--- src/rtl/assoc_learning_unit_pkg.sv ---
// Shared types and defaults for the associative learning stage that sits
// after the memory layer controller.
package assoc_learning_unit_pkg;

    localparam int ASSOC_CLS_W     = 4;
    localparam int ASSOC_MAX_EDGES = 32;
    localparam int ASSOC_WEIGHT_W  = 8;

    typedef enum logic {
        LEARNING = 1'b0,
        RECALL   = 1'b1
    } LEARNING_RECALL_T;

    typedef enum logic [2:0] {
        IDLE,
        L_SCAN,
        L_UPDATE,
        L_CREATE,
        L_DONE,
        R_SCAN,
        R_DONE
    } ASSOC_STATE_T;

    typedef struct packed {
        logic                      valid;
        logic [ASSOC_CLS_W-1:0]    key;
        logic [ASSOC_CLS_W-1:0]    resp;
        logic [ASSOC_WEIGHT_W-1:0] weight;
    } assoc_edge_T;

    // Weights stick at full scale instead of wrapping back to zero.
    function automatic logic [ASSOC_WEIGHT_W-1:0] sat_inc(input logic [ASSOC_WEIGHT_W-1:0] w);
        return (w == {ASSOC_WEIGHT_W{1'b1}}) ? w : w + ASSOC_WEIGHT_W'(1);
    endfunction

endpackage

--- src/rtl/assoc_learning_unit_if.sv ---
// Request/response bundle between the memory layer controller (master) and
// the associative learning unit (slave).
interface assoc_learning_unit_if
    import assoc_learning_unit_pkg::*;
#(
    parameter int CLS_W = ASSOC_CLS_W,
    parameter int CNT_W = $clog2(ASSOC_MAX_EDGES) + 1
);

    LEARNING_RECALL_T   learning_recall;
    logic               assoc_learning_start;
    logic [CLS_W-1:0]   key_class;
    logic [CLS_W-1:0]   resp_class;
    logic               recall_req;

    logic               assoc_learning_done;
    logic               learn_dropped;
    logic               recall_valid;
    logic               recall_found;
    logic [CLS_W-1:0]   recall_class;
    logic [CNT_W-1:0]   edge_count;
    logic               busy;

    modport master (
        output learning_recall, assoc_learning_start, key_class, resp_class, recall_req,
        input  assoc_learning_done, learn_dropped, recall_valid, recall_found,
               recall_class, edge_count, busy
    );

    modport slave (
        input  learning_recall, assoc_learning_start, key_class, resp_class, recall_req,
        output assoc_learning_done, learn_dropped, recall_valid, recall_found,
               recall_class, edge_count, busy
    );

endinterface

--- src/rtl/assoc_learning_unit_edge_table.sv ---
// Flop-based edge table: one combinational read port, one synchronous write
// port, and a full clear while reset is held.
module assoc_edge_table
    import assoc_learning_unit_pkg::*;
#(
    parameter int DEPTH = ASSOC_MAX_EDGES,
    parameter int IDX_W = $clog2(ASSOC_MAX_EDGES)
)(
    input  logic             clk,
    input  logic             reset,
    input  logic [IDX_W-1:0] rd_idx,
    output assoc_edge_T      rd_entry,
    input  logic             we,
    input  logic [IDX_W-1:0] wr_idx,
    input  assoc_edge_T      wr_entry
);

    assoc_edge_T table_q [DEPTH];

    always_ff @(posedge clk) begin
        if (reset) begin
            for (int i = 0; i < DEPTH; i++) begin
                table_q[i] <= '0;
            end
        end else if (we) begin
            table_q[wr_idx] <= wr_entry;
        end
    end

    assign rd_entry = table_q[rd_idx];

endmodule

--- src/rtl/assoc_learning_unit.sv ---
// Associative layer: strengthens or creates key->response edges on learn and
// returns the heaviest response for a key on recall, scanning one entry per cycle.
module assoc_learning_unit
    import assoc_learning_unit_pkg::*;
#(
    parameter int CLS_W     = ASSOC_CLS_W,
    parameter int MAX_EDGES = ASSOC_MAX_EDGES,
    parameter int WEIGHT_W  = ASSOC_WEIGHT_W
)(
    input logic                 clk,
    input logic                 reset,
    assoc_learning_unit_if.slave bus
);

    localparam int IDX_W = $clog2(MAX_EDGES);
    localparam int CNT_W = IDX_W + 1;
    localparam logic [IDX_W-1:0] LAST_IDX = IDX_W'(MAX_EDGES - 1);

    ASSOC_STATE_T state, state_next;

    logic [IDX_W-1:0]    cnt;
    logic [IDX_W-1:0]    hit_idx;
    logic [IDX_W-1:0]    free_idx;
    logic                free_found;
    logic                drop_flag;
    logic [CLS_W-1:0]    key_q;
    logic [CLS_W-1:0]    resp_q;
    logic                best_found;
    logic [WEIGHT_W-1:0] best_w;
    logic [CLS_W-1:0]    best_class;

    logic [CNT_W-1:0]    edge_count_q;
    logic                done_q;
    logic                dropped_q;
    logic                recall_valid_q;
    logic                recall_found_q;
    logic [CLS_W-1:0]    recall_class_q;

    logic [IDX_W-1:0]    rd_idx;
    logic [IDX_W-1:0]    wr_idx;
    assoc_edge_T         rd_entry;
    assoc_edge_T         wr_entry;
    logic                we;

    logic accept_learn, accept_recall;
    logic key_match, pair_match, free_here, best_take;

    assoc_edge_table #(
        .DEPTH (MAX_EDGES),
        .IDX_W (IDX_W)
    ) u_table (
        .clk      (clk),
        .reset    (reset),
        .rd_idx   (rd_idx),
        .rd_entry (rd_entry),
        .we       (we),
        .wr_idx   (wr_idx),
        .wr_entry (wr_entry)
    );

    always_comb begin
        accept_learn  = (bus.learning_recall == LEARNING) && bus.assoc_learning_start;
        accept_recall = (bus.learning_recall == RECALL) && bus.recall_req;
        key_match     = rd_entry.valid && (rd_entry.key == key_q);
        pair_match    = key_match && (rd_entry.resp == resp_q);
        free_here     = !rd_entry.valid;
        // Strictly greater keeps the lowest-index entry on equal weights.
        best_take     = key_match && (!best_found || (rd_entry.weight > best_w));
    end

    always_ff @(posedge clk) begin
        if (reset) begin
            state <= IDLE;
        end else begin
            state <= state_next;
        end
    end

    always_comb begin
        state_next = state;
        rd_idx     = cnt;
        we         = 1'b0;
        wr_idx     = cnt;
        wr_entry   = '0;
        case (state)
            IDLE: begin
                if (accept_learn) begin
                    state_next = L_SCAN;
                end else if (accept_recall) begin
                    state_next = R_SCAN;
                end
            end
            L_SCAN: begin
                if (pair_match) begin
                    state_next = L_UPDATE;
                end else if (cnt == LAST_IDX) begin
                    state_next = (free_found || free_here) ? L_CREATE : L_DONE;
                end
            end
            L_UPDATE: begin
                rd_idx          = hit_idx;
                we              = 1'b1;
                wr_idx          = hit_idx;
                wr_entry        = rd_entry;
                wr_entry.weight = sat_inc(rd_entry.weight);
                state_next      = L_DONE;
            end
            L_CREATE: begin
                we              = 1'b1;
                wr_idx          = free_idx;
                wr_entry.valid  = 1'b1;
                wr_entry.key    = key_q;
                wr_entry.resp   = resp_q;
                wr_entry.weight = WEIGHT_W'(1);
                state_next      = L_DONE;
            end
            L_DONE: state_next = IDLE;
            R_SCAN: begin
                if (cnt == LAST_IDX) begin
                    state_next = R_DONE;
                end
            end
            R_DONE: state_next = IDLE;
            default: state_next = IDLE;
        endcase
    end

    // Scan bookkeeping plus registered result pulses; a reset drops any pending pulse.
    always_ff @(posedge clk) begin
        if (reset) begin
            cnt            <= '0;
            hit_idx        <= '0;
            free_idx       <= '0;
            free_found     <= 1'b0;
            drop_flag      <= 1'b0;
            key_q          <= '0;
            resp_q         <= '0;
            best_found     <= 1'b0;
            best_w         <= '0;
            best_class     <= '0;
            edge_count_q   <= '0;
            done_q         <= 1'b0;
            dropped_q      <= 1'b0;
            recall_valid_q <= 1'b0;
            recall_found_q <= 1'b0;
            recall_class_q <= '0;
        end else begin
            done_q         <= (state == L_DONE);
            dropped_q      <= (state == L_DONE) && drop_flag;
            recall_valid_q <= (state == R_DONE);
            case (state)
                IDLE: begin
                    if (accept_learn || accept_recall) begin
                        key_q      <= bus.key_class;
                        cnt        <= '0;
                        free_found <= 1'b0;
                        drop_flag  <= 1'b0;
                        best_found <= 1'b0;
                        best_w     <= '0;
                        best_class <= '0;
                    end
                    if (accept_learn) begin
                        resp_q <= bus.resp_class;
                    end
                end
                L_SCAN: begin
                    if (pair_match) begin
                        hit_idx <= cnt;
                    end else begin
                        if (free_here && !free_found) begin
                            free_idx   <= cnt;
                            free_found <= 1'b1;
                        end
                        if (cnt == LAST_IDX) begin
                            drop_flag <= !(free_found || free_here);
                        end else begin
                            cnt <= cnt + IDX_W'(1);
                        end
                    end
                end
                L_CREATE: edge_count_q <= edge_count_q + CNT_W'(1);
                R_SCAN: begin
                    if (best_take) begin
                        best_found <= 1'b1;
                        best_w     <= rd_entry.weight;
                        best_class <= rd_entry.resp;
                    end
                    if (cnt != LAST_IDX) begin
                        cnt <= cnt + IDX_W'(1);
                    end
                end
                R_DONE: begin
                    recall_found_q <= best_found;
                    recall_class_q <= best_found ? best_class : '0;
                end
                default: ;
            endcase
        end
    end

    assign bus.assoc_learning_done = done_q;
    assign bus.learn_dropped       = dropped_q;
    assign bus.recall_valid        = recall_valid_q;
    assign bus.recall_found        = recall_found_q;
    assign bus.recall_class        = recall_class_q;
    assign bus.edge_count          = edge_count_q;
    assign bus.busy                = (state != IDLE);

endmodule

--- src/flat_wrapper.sv ---
// flat-port wrapper written by rule: the top's interface ports become plain ports
module assoc_learning_unit_flat import assoc_learning_unit_pkg::*;
#(
    parameter int CLS_W     = ASSOC_CLS_W,
    parameter int MAX_EDGES = ASSOC_MAX_EDGES,
    parameter int WEIGHT_W  = ASSOC_WEIGHT_W
)
  (clk, reset, bus_learning_recall, bus_assoc_learning_start, bus_key_class, bus_resp_class, bus_recall_req, bus_assoc_learning_done, bus_learn_dropped, bus_recall_valid, bus_recall_found, bus_recall_class, bus_edge_count, bus_busy);
  assoc_learning_unit_if #(.CLS_W(CLS_W), .CNT_W(6)) bus_i ();
  input logic clk;
  input logic reset;
  input wire logic [$bits(bus_i.learning_recall)-1:0] bus_learning_recall;
  input wire logic [$bits(bus_i.assoc_learning_start)-1:0] bus_assoc_learning_start;
  input wire logic [$bits(bus_i.key_class)-1:0] bus_key_class;
  input wire logic [$bits(bus_i.resp_class)-1:0] bus_resp_class;
  input wire logic [$bits(bus_i.recall_req)-1:0] bus_recall_req;
  output wire logic [$bits(bus_i.assoc_learning_done)-1:0] bus_assoc_learning_done;
  output wire logic [$bits(bus_i.learn_dropped)-1:0] bus_learn_dropped;
  output wire logic [$bits(bus_i.recall_valid)-1:0] bus_recall_valid;
  output wire logic [$bits(bus_i.recall_found)-1:0] bus_recall_found;
  output wire logic [$bits(bus_i.recall_class)-1:0] bus_recall_class;
  output wire logic [$bits(bus_i.edge_count)-1:0] bus_edge_count;
  output wire logic [$bits(bus_i.busy)-1:0] bus_busy;
  assign bus_i.learning_recall = bus_learning_recall;
  assign bus_i.assoc_learning_start = bus_assoc_learning_start;
  assign bus_i.key_class = bus_key_class;
  assign bus_i.resp_class = bus_resp_class;
  assign bus_i.recall_req = bus_recall_req;
  assign bus_assoc_learning_done = bus_i.assoc_learning_done;
  assign bus_learn_dropped = bus_i.learn_dropped;
  assign bus_recall_valid = bus_i.recall_valid;
  assign bus_recall_found = bus_i.recall_found;
  assign bus_recall_class = bus_i.recall_class;
  assign bus_edge_count = bus_i.edge_count;
  assign bus_busy = bus_i.busy;
  assoc_learning_unit #(.CLS_W(CLS_W), .MAX_EDGES(MAX_EDGES), .WEIGHT_W(WEIGHT_W)) u_core (.clk(clk), .reset(reset), .bus(bus_i));
endmodule
--- config.mk ---
export PLATFORM = sky130hd
export DESIGN_NAME = assoc_learning_unit_flat
export DESIGN_NICKNAME = d
export VERILOG_FILES = /design/src/rtl/assoc_learning_unit_pkg.sv /design/src/rtl/assoc_learning_unit_if.sv /design/src/rtl/assoc_learning_unit_edge_table.sv /design/src/rtl/assoc_learning_unit.sv /design/src/flat_wrapper.sv
export SDC_FILE = /design/constraint.sdc
export NUM_CORES = 1
export LEC_CHECK = 0
export BUFFER_PORTS_ARGS = -buffer_cell sky130_fd_sc_hd__buf_4
export CAP_MARGIN = 25
export CORE_ASPECT_RATIO = 0.9
export CORE_MARGIN = 3
export CORE_UTILIZATION = 30
export CTS_CLUSTER_SIZE = 16
export DETAILED_ROUTE_END_ITERATION = 10
export PLACE_DENSITY = 0.45
export SETUP_SLACK_MARGIN = 0.4
export SYNTH_ARGS = -nofsm -noshare
export SYNTH_HDL_FRONTEND = slang
export SYNTH_HIERARCHICAL = 1
export SYNTH_SLANG_ARGS = --single-unit
--- constraint.sdc ---
create_clock -name clk -period 5.4 [get_ports clk]
set_input_delay 0.81 -clock clk [delete_from_list [all_inputs] [get_ports clk]]
set_output_delay 0.81 -clock clk [all_outputs]
set_load 0.01 [all_outputs]
==> flow_metrics.py, run 1 <==
metrics = {
    "die": {
        "design.core.area_mm2": 0.0938,
        "die_x_um": 331,
        "ioPinCount": 28,
        "start_util": 0.305,
        "rows": 106,
        "fp.dieH_um": 299,
        "die-area_mm2": 0.0991,
    },
    "status": {
        "run_status": "completed",
    },
    "setup_path": {
        "cp-end-kind": "flop",
        "worst-path-max-fanout": 58,
        "cp_data_arrival_time_ps": 5390,
        "rr_worst_depth": 17,
        "cpPeakStageDelay_ps": 600,
        "crit_type": "flop to flop",
        "crit_top_cell": "nand2_1",
        "r2r_start": "u_core/state[2]$_SDFFE_PP0P_",
        "crit_family": "simple AND/OR/NAND/NOR gates",
        "critPathLaunchType": "flop",
        "cp.required_ps": 5920,
        "r2r-end": "u_core/best_w[5]$_SDFFE_PP0P_",
        "path_depth": 17,
        "critPathBufInv": 4,
        "crit_chain": "inv_1, nand2_1, inv_1, nand2b_1, nand2_1, nand2_4, buf_16, mux2i_1, a22o_1, nor3_2, a31oi_1, nand3_1, nand2_1, or3_4, a211oi_4, buf_4, mux2i_1",
        "cp_slowest_cell": "nor3_2",
        "r2r_slack_ps": 520,
    },
    "finish": {
        "num-fill-cells": 9087,
        "drive_above_1_share": 0.147,
        "fin_nets": 2309,
        "syn_to_final_growth_pct": 15.7,
        "final_core_util": 0.353,
        "final_cells": 3577,
    },
    "synthesis": {
        "ys_ff_latch": 599,
        "syn_area_per_cell_um2": 12.7,
        "synth.most_common_cell": "and2_1",
        "synthFlopType": "edfxtp_1",
        "synthArstFlopShare": 0,
        "synthTopCellsByArea": "edfxtp_1 (57%), and2_1 (12%), mux2i_1 (11%), dfxtp_1 (3.9%), a22oi_1 (1.8%)",
        "synth_edf_count": 544,
        "synthTopCellsByCount": "and2_1 (546), edfxtp_1 (544), mux2i_1 (314)",
        "syn_inst": 2249,
        "syn-num-nets": 2274,
        "yosysSeqAreaShare": 0.610,
        "synth_top_area_frac": 0.571,
        "yosys.area.top_type": "edfxtp_1",
        "yosysUniqueCellTypes": 59,
        "synth_area_mm2": 0.0286,
        "yosys_warnings": 6,
    },
    "routing": {
        "drtAntennaViolNets": 0,
        "wire_per_inst_um": 24.6,
        "first_pass_iters": 7,
        "viasPerCell": 4.94,
        "vias": 17700,
        "remaining_drc_errors": 0,
        "drt_iter0_drc": 1490,
        "wl_um": 88000,
    },
    "timing": {
        "setup_viol": 0,
        "tightest_slew_ps": 993,
        "holdWs_ps": 455,
        "clock_skew_ps": 21.3,
        "final-hold-violation-count": 0,
        "max-slew-margin-rel": 0.336,
        "finalSetupTns_ps": 0,
        "final.min_clock_period_ps": 4880,
        "grt_setup_unrepaired": "true",
        "finalCritPeriodShare": 0.903,
        "fmax_mhz": 205,
        "slew_violations": 0,
    },
    "clock_network": {
        "cts_num_sinks": 599,
        "root_buffer": "clkbuf_16",
        "htreeDepth": 3,
        "numCtsBuffers": 69,
        "clk_pin_slew_worst_paths_ps": 60,
        "cts_tree": "built",
        "clk_path_buf_depth": 3,
        "clk_latency_ps": 610,
    },
    "hold_path": {
        "min_to": "u_core/best_w[7]$_SDFFE_PP0P_",
        "whs_path_depth": 2,
        "hp-class": "flop to flop",
        "hold_start": "u_core/best_w[7]$_SDFFE_PP0P_",
    },
    "grt": {
        "grt_max_degree": 70,
        "track_usage": 0.170,
        "grt_pass1_vias": 17600,
        "grt_overflow": 0,
        "grt_first_pass_wirelength_um": 125000,
        "antenna_found_initial": 3,
    },
    "pwr": {
        "power_density_mw_per_mm2": 389,
        "max-vdd-ir-drop_mv": 0.227,
        "power_leakage_nw": 11.6,
    },
    "run": {
        "cap_violations": 0,
    },
    "placement": {
        "io_buffers": 27,
        "dp.cells": 3429,
        "dpl.hpwl_um": 54400,
        "place_congestion": 0.814,
    },
}
==> layout make-up <==
cell class	count	area, µm²	area share
Antenna cell	3	7.51	0.000227
Tap cell	1242	1550	0.0470
Sequential cell	599	17400	0.527
Multi-Input combinational cell	1467	10600	0.321
Clock inverter	19	133	0.00401
Timing Repair Buffer	135	1340	0.0405
Inverter	12	45.0	0.00136
Clock buffer	100	1950	0.0589
==> worst min-delay path: cells and delay by family, from the launching register on <==
family | cells | cell delay (ps)
AND/OR/NAND/NOR | 1 | 50
multiplexers | 1 | 50
flip-flops | 1 | 310
==> registers in the layout, summed over array words and instances (netlist names), 3 cells and up <==
register and flops:
u_core/best_w 8, u_core/bus.edge_count 6, u_core/state 3, u_core/free_idx 5, u_core/key_q 4, u_core/hit_idx 5
u_core/best_class 4, u_core/cnt 5, u_core/u_table/table_q 544, u_core/resp_q 4, u_core/bus.recall_class 4
==> per-layer routing <==
layer,track usage,up-vias,part of all wire
met4,0.0437,0,0.024
met1,0.248,9028,0.49
met5,0,-,0
li1,-,8112,-
met3,0.0235,118,0.043
met2,0.263,416,0.45
==> cell usage in the layout (no fill, tap or decap), drive strengths merged, types with 17 or more instances in the layout <==
cell type  netlist  routed
and2           546     546
edfxtp         544     544
mux2i          314     314
buf             67     134
nand2          108     108
clkbuf         110     101
nor2            88      94
a22oi           69      69
a21oi           58      58
dfxtp           55      55
nand3           52      52
or2             36      36
a22o            34      34
nand4           24      24
nor3            21      21
a31oi           20      20
clkinv           0      17
==> power breakdown <==
part	internal, W	switching, W
logic	0.00106	0.00208
clock network	0.00255	0.00187
registers	0.00522	0.0000879
==> per-stage QoR <==
step                power [W]  cell area, µm²  setup slack (ps)
finish                 0.0129           33100               522
global route           0.0133           33100               358
CTS                    0.0128           32700               392
detailed placement    0.00829           30500               246
global placement      0.00827           30500               265
floorplan             0.00709           28600              1420
==> cells by family after synthesis <==
logic type / count (synthesis) / synth area share
DFF: 599 / 0.610
AOI/OAI and AO/OA: 205 / 0.0495
and+or+nand+nor: 911 / 0.188
muxes: 315 / 0.110
buffers and inverters: 189 / 0.0321
xor gates and xnor gates: 18 / 0.00551
adders and majority gates: 12 / 0.00525
==> how the worst max path moves through the flow <==
stage                                      start                                          end
finish              u_core/state[2]$_SDFFE_PP0P_                u_core/best_w[5]$_SDFFE_PP0P_
global placement    u_core/state[2]$_SDFFE_PP0P_                   u_core/cnt[4]$_SDFFE_PP0P_
floorplan           u_core/state[2]$_SDFFE_PP0P_            u_core/best_class[0]$_SDFFE_PP0P_
CTS                 u_core/state[2]$_SDFFE_PP0P_  u_core/u_table/table_q[14][3]$_SDFFCE_PN0P_
global route        u_core/state[2]$_SDFFE_PP0P_  u_core/u_table/table_q[21][7]$_SDFFCE_PN0P_
detailed placement  u_core/state[2]$_SDFFE_PP0P_                   u_core/cnt[0]$_SDFFE_PP0P_
==> what timing repair did <==
item                       in CTS  in global routing
pin swaps                       0                  9
setup buffers                   8                  9
resized for setup               6                 30
setup endpoints to repair      63                249
hold endpoints to repair        0                  0
hold buffers                    0                  0
gates cloned                    0                  7
Note: power is estimated with default switching activity, not from simulation.
==> inputs of run 2 (changes only) <==
--- a/config.mk
+++ b/config.mk
@@ -11,6 +11,6 @@
 export CORE_MARGIN = 3
-export CORE_UTILIZATION = 30
+export CORE_UTILIZATION = 64
 export CTS_CLUSTER_SIZE = 16
 export DETAILED_ROUTE_END_ITERATION = 10
-export PLACE_DENSITY = 0.45
+export PLACE_DENSITY = 0.82
 export SETUP_SLACK_MARGIN = 0.4
==> constraint.sdc (replaced) <==
create_clock -name clk -period 5.4 [get_ports clk]
set_input_delay 0 -clock clk [delete_from_list [all_inputs] [get_ports clk]]
set_output_delay 0 -clock clk [all_outputs]
set_load 0.01 [all_outputs]
==> run 2 against run 1 <==
Net effect:
- power decreased by 7.8%
- utilization up 37 points
- largest cell class unchanged
- non-clock buffer count is 7 higher
==> flow_metrics.py, run 2 (synthesis results as in run 1) <==
metrics = {
    "pwr": {
        "power_frac_seq": 0.448,
        "max-vdd-ir-drop_mv": 0.256,
        "power_leakage_nw": 11.4,
        "p_sw_frac": 0.309,
        "power_density_mw_per_mm2": 376,
        "pwr-share-comb": 0.241,
        "intPower_w": 0.00819,
        "power.switching_w": 0.00366,
        "p_clk_frac": 0.311,
    },
    "timing": {
        "slew_violations": 0,
        "final.min_clock_period_ps": 5000,
        "grt_setup_unrepaired": "false",
        "finalSetupTns_ps": 0,
        "holdWs_ps": 92.0,
        "setup_viol": 0,
        "clock_skew_ps": 26.7,
        "finalCritPeriodShare": 0.926,
        "final-hold-violation-count": 0,
        "tightest_slew_ps": 1040,
        "setup_ws_ps": 401,
        "max-slew-margin-rel": 0.304,
        "fmax_mhz": 200,
    },
    "setup_path": {
        "crit_chain": "inv_1, nand2_1, inv_1, nand2b_1, nand2_1, nand2_8, buf_12, buf_12, buf_4, mux2i_1, a22oi_1, nand4_1, nand3_1, mux2i_1, nor2_2, buf_4, and2_1",
        "cp-end-kind": "flop",
        "worst-path-max-fanout": 24,
        "critPathLaunchType": "flop",
        "cp_slowest_cell": "nor2_2",
        "crit_type": "flop to flop",
        "crit_family": "simple AND/OR/NAND/NOR gates",
        "cp_data_arrival_time_ps": 5480,
        "cp.required_ps": 5880,
        "cpPeakStageDelay_ps": 690,
        "critPathBufInv": 6,
    },
    "clock_network": {
        "htreeDepth": 2,
        "clk_pin_slew_worst_paths_ps": 70,
        "clk_latency_ps": 630,
        "root_buffer": "clkbuf_16",
        "cts_num_sinks": 599,
        "cts_tree": "built",
        "numCtsBuffers": 57,
        "clk_path_buf_depth": 3,
    },
    "finish": {
        "final_core_util": 0.725,
        "syn_to_final_growth_pct": 10.3,
        "final_common_cell": "and2_1",
        "final_cell_mix": "and2_1 (545), edfxtp_1 (544), mux2i_1 (314), buf_4 (107), nand2_1 (105)",
        "top_register": "u_core/u_table/table_q",
        "drive_above_1_share": 0.127,
        "largest_reg_flops": 544,
        "fin_nets": 2298,
        "final_cells": 2904,
    },
    "status": {
        "run_status": "completed",
    },
    "placement": {
        "dpl.hpwl_um": 45600,
        "io_buffers": 27,
        "dp.cells": 2778,
        "pre_cts_ws_ps": 386,
        "place_congestion": 0.973,
    },
    "die": {
        "die_x_um": 229,
        "ioPinCount": 28,
        "start_util": 0.657,
        "fp.dieH_um": 207,
        "die-area_mm2": 0.0473,
        "design.core.area_mm2": 0.0435,
        "rows": 72,
    },
    "grt": {
        "antenna_found_initial": 2,
        "grt_max_degree": 72,
        "grt_pass1_vias": 18000,
        "grt_overflow": 0,
        "grt_first_pass_wirelength_um": 111000,
        "track_usage": 0.314,
    },
    "routing": {
        "first_pass_iters": 6,
        "wl_um": 73900,
        "drt_iter0_drc": 2308,
        "vias": 18400,
        "remaining_drc_errors": 0,
        "drtAntennaViolNets": 0,
        "wire_per_inst_um": 25.4,
        "viasPerCell": 6.35,
    },
    "hold_path": {
        "hp-class": "input pin to flop",
    },
    "run": {
        "cap_violations": 0,
    },
}
## run 2: changes by cell type in the layout (fill, tap and decap cells not counted), moves of 4 or more
cell / delta
dlygate4sd3_1: +24
a31oi_2: -8
nor2_2: +11
buf_4: -4
xor2_2: -4
clkbuf_1: -14
xor2_1: +4
buf_12: -8
a31oi_1: +8
clkbuf_16: -17
buf_16: -4
nor2_4: -17
## run 2: layer usage
| layer | GRT usage | vias up | share of wire | wire [µm] |
|---|---|---|---|---|
| li1 | - | 8077 | - | - |
| met1 | 0.438 | 9193 | 0.40 | 29500 |
| met2 | 0.483 | 991 | 0.45 | 33200 |
| met3 | 0.0709 | 179 | 0.10 | 7710 |
| met4 | 0.134 | 0 | 0.046 | 3390 |
| met5 | 0 | - | 0 | 0 |
## run 2: layout make-up
type,count,area (µm²)
Sequential cell,599,17400
Fill cell,2835,12000
Inverter,12,45.0
Tap cell,592,741
Timing Repair Buffer,142,1260
Multi-Input combinational cell,1461,10400
Clock buffer,68,1470
Antenna cell,2,5.00
Clock inverter,28,186
## run 2: worst paths after layout
kind	startpoint	end	slack [ps]	depth (start not counted)
hold / removal	bus_assoc_learning_start	u_core/free_found$_SDFFE_PP0P_	90	5
hold reg to reg	u_core/bus.recall_class[2]$_SDFFE_PP0P_	u_core/bus.recall_class[2]$_SDFFE_PP0P_	450	2
setup reg to reg	u_core/state[2]$_SDFFE_PP0P_	u_core/u_table/table_q[2][8]$_SDFFCE_PN0P_	400	17
setup / recovery	u_core/state[2]$_SDFFE_PP0P_	u_core/u_table/table_q[2][8]$_SDFFCE_PN0P_	400	17
## run 2: metrics by stage
| stage | area (µm²) | total power [W] |
|---|---|---|
| 2_1_floorplan | 28600 | 0.00709 |
| 3_3_place_gp | 29500 | 0.00801 |
| 3_5_place_dp | 29500 | 0.00806 |
| 4_1_cts | 31400 | 0.0117 |
| 5_1_grt | 31500 | 0.0122 |
| 6_report | 31500 | 0.0119 |
## run 2: worst reg2reg max path: stages (launching register included)
cell,delay (ps)
dfxtp_2,440
inv_1,120
nand2_1,180
inv_1,80
nand2b_1,180
nand2_1,170
nand2_8,240
buf_12,280
buf_12,220
buf_4,340
mux2i_1,120
a22oi_1,340
nand4_1,310
nand3_1,320
mux2i_1,140
nor2_2,690
buf_4,460
and2_1,200
## run 2: what timing repair did
item	4_1_cts	5_1_grt
endpoints found under the setup margin	6	233
resized for setup	1	16
hold endpoints to repair	32	0
hold buffers	24	0
pin swaps	0	1
setup buffers	0	4
## run 2: power by group through the flow
stage	clock network, W	registers, W	logic, W
detailed placement	0	0.00540	0.00265
finish	0.00368	0.00531	0.00286
global route	0.00391	0.00532	0.00297
CTS	0.00372	0.00531	0.00269
global placement	0	0.00539	0.00262
floorplan	0	0.00537	0.00172
==> inputs of run 3 (changes only) <==
- GPL_TIMING_DRIVEN: unset -> 0
==> run 3 against run 2 <==
Net effect:
- via count is 2.8% higher
- sequential power barely moved
- critical endpoint is now u_core/u_table/table_q[29][15]$_SDFFCE_PN0P_
- sequential share of layout area shrank 1.3 points
- power rose by 6.0%
- routed wire length grew 6.3%
- highest routed layer is now met5
- utilization rose by 1.7 points
- final area is 2.4% higher
- critical path type unchanged
==> flow_metrics.py, run 3 (synthesis results as in run 1) <==
metrics = {
    "clock_network": {
        "htreeDepth": 2,
        "clk_pin_slew_worst_paths_ps": 60,
        "clk_latency_ps": 650,
        "cts_tree": "built",
        "numCtsBuffers": 58,
        "cts_num_sinks": 599,
        "root_buffer": "clkbuf_16",
        "clk_path_buf_depth": 3,
    },
    "finish": {
        "final_cell_mix": "and2_1 (546), edfxtp_1 (544), mux2i_1 (308), nand2_1 (105), a22oi_1 (69)",
        "final_cells": 3009,
        "num-fill-cells": 2735,
        "fin_area_mm2": 0.0323,
        "n_antenna_cell": 0,
        "fin_nets": 2393,
        "final_common_cell": "and2_1",
        "largest_reg_flops": 544,
        "syn_to_final_growth_pct": 12.9,
        "drive_above_1_share": 0.157,
        "top_register": "u_core/u_table/table_q",
    },
    "placement": {
        "place_congestion": 1.05,
        "io_buffers": 27,
        "dpl_cell_area_mm2": 0.0296,
        "dp.cells": 2872,
        "dpl.hpwl_um": 54300,
    },
    "grt": {
        "grt_first_pass_wirelength_um": 114000,
        "antenna_found_initial": 1,
        "track_usage": 0.328,
        "grt_overflow": 0,
        "grt_max_degree": 18,
        "grt_pass1_vias": 18200,
    },
    "setup_path": {
        "r2r_start": "u_core/state[0]$_SDFFE_PP0P_",
        "critPathBufInv": 6,
        "cp_slowest_cell": "clkbuf_1",
        "crit_family": "buffers and inverters",
        "cp-end-kind": "flop",
        "crit_top_cell": "buf_2",
        "crit_chain": "buf_2, clkbuf_4, nor2_2, nand2_1, nand2_1, buf_2, or2_2, buf_2, clkbuf_4, nor3_2, a31oi_2, nand3_2, mux2i_1, nor2_1, clkbuf_1, and2_1",
        "crit_type": "flop to flop",
        "r2r_slack_ps": 460,
        "cpPeakStageDelay_ps": 800,
        "cp_data_arrival_time_ps": 5410,
        "r2r-end": "u_core/u_table/table_q[29][15]$_SDFFCE_PN0P_",
        "worst-path-max-fanout": 10,
        "cp.required_ps": 5870,
        "critPathLaunchType": "flop",
        "rr_worst_depth": 16,
    },
    "pwr": {
        "pwr-share-comb": 0.241,
        "power.switching_w": 0.00386,
        "p_sw_frac": 0.307,
        "power_frac_seq": 0.422,
        "power_leakage_nw": 11.8,
        "intPower_w": 0.00870,
        "p_clk_frac": 0.337,
        "finalPower_w": 0.0126,
        "max-vdd-ir-drop_mv": 0.312,
        "power_density_mw_per_mm2": 389,
    },
    "die": {
        "design.core.area_mm2": 0.0435,
        "start_util": 0.657,
        "rows": 72,
        "die_x_um": 229,
        "die-area_mm2": 0.0473,
        "fp.dieH_um": 207,
        "ioPinCount": 28,
    },
    "routing": {
        "wire_per_inst_um": 26.1,
        "drt_iter0_drc": 2442,
        "wl_um": 78500,
        "vias": 19000,
        "drtAntennaViolNets": 0,
        "remaining_drc_errors": 0,
        "viasPerCell": 6.30,
        "first_pass_iters": 5,
    },
    "timing": {
        "tightest_slew_ps": 996,
        "slew_violations": 0,
        "clock_skew_ps": 44.1,
        "final-hold-violation-count": 0,
        "final.min_clock_period_ps": 4940,
        "grt_setup_unrepaired": "false",
        "max-slew-margin-rel": 0.336,
        "setup_viol": 0,
        "fmax_mhz": 203,
        "finalCritPeriodShare": 0.914,
    },
    "hold_path": {
        "min_to": "u_core/state[2]$_SDFFE_PP0P_",
        "hp-class": "input pin to flop",
        "whs_path_depth": 5,
        "hold_start": "bus_assoc_learning_start",
    },
    "status": {
        "run_status": "completed",
    },
    "run": {
        "cap_violations": 0,
    },
}
==> run 3: cell types whose count changed in the layout (fill, tap and decap cells not counted), sizes merged <==
cell	before	now
inv	15	14
clkbuf	68	182
bufinv	1	8
clkinvlp	2	1
diode	2	0
buf	118	100
dlygate4sd3	24	23
clkinv	22	29
==> run 3: per-stage QoR <==
step | util | setup WS (ps) | setup TNS [ps] | hold slack, ps
5_1_grt | 0.742 | 395 | 0 | 139
6_report | 0.742 | 464 | 0 | 87.8
3_3_place_gp | 0.679 | -547 | -40920 | 259
3_5_place_dp | 0.680 | -410 | -56450 | 264
2_1_floorplan | - | 1420 | 0 | 136
4_1_cts | 0.737 | 355 | 0 | 43.2
==> run 3: final cells by class <==
type                            count  area, µm²  area share
Tap cell                          592        741      0.0229
Clock inverter                     40        427      0.0132
Clock buffer                       69       1580      0.0488
Inverter                           12       45.0     0.00139
Multi-Input combinational cell   1461      10500       0.327
Buffer                            177       1030      0.0318
Timing Repair Buffer               59        498      0.0154
Sequential cell                   599      17400       0.540
==> run 3: per-layer routing <==
layer / GRT usage / wire (µm) / vias up
met4: 0.164 / 4450 / 2
li1: - / - / 8286
met3: 0.0768 / 9920 / 217
met2: 0.487 / 33700 / 1145
met1: 0.461 / 30400 / 9301
met5: 0 / 11 / -
==> run 3: power by group through the flow <==
stage | Clock, W | Sequential (W) | Combinational, W
6_report | 0.00424 | 0.00530 | 0.00303
3_5_place_dp | 0 | 0.00539 | 0.00268
4_1_cts | 0.00425 | 0.00530 | 0.00281
3_3_place_gp | 0 | 0.00538 | 0.00263
2_1_floorplan | 0 | 0.00537 | 0.00172
5_1_grt | 0.00444 | 0.00531 | 0.00312
==> run 3: tightest hold or removal path: stages <==
cell and delay (ps):
buf_4 110, nor2b_1 210, o21ai_0 150, o21ai_0 80, o32ai_1 100
==> run 3: timing repair <==
item / CTS / global route
endpoints found under the setup margin: 523 / 458
hold buffers: 23 / 0
resized for setup: 92 / 64
setup buffers: 0 / 5
pin swaps: 2 / 6
hold endpoints to repair: 12 / 0
==> run 3: worst max path at each step <==
stage	start	slack, ps	to	depth (start not counted)
after CTS	u_core/state[2]$_SDFFE_PP0P_	350	u_core/best_w[1]$_SDFFE_PP0P_	21
final	u_core/state[0]$_SDFFE_PP0P_	460	u_core/u_table/table_q[29][15]$_SDFFCE_PN0P_	16
after detailed placement	u_core/state[2]$_SDFFE_PP0P_	-410	u_core/u_table/table_q[14][5]$_SDFFCE_PN0P_	22
after floorplan	u_core/state[2]$_SDFFE_PP0P_	1420	u_core/best_class[0]$_SDFFE_PP0P_	22
after global placement	u_core/state[2]$_SDFFE_PP0P_	-550	u_core/u_table/table_q[19][6]$_SDFFCE_PN0P_	19
after global routing	u_core/state[0]$_SDFFE_PP0P_	390	u_core/best_w[1]$_SDFFE_PP0P_	19
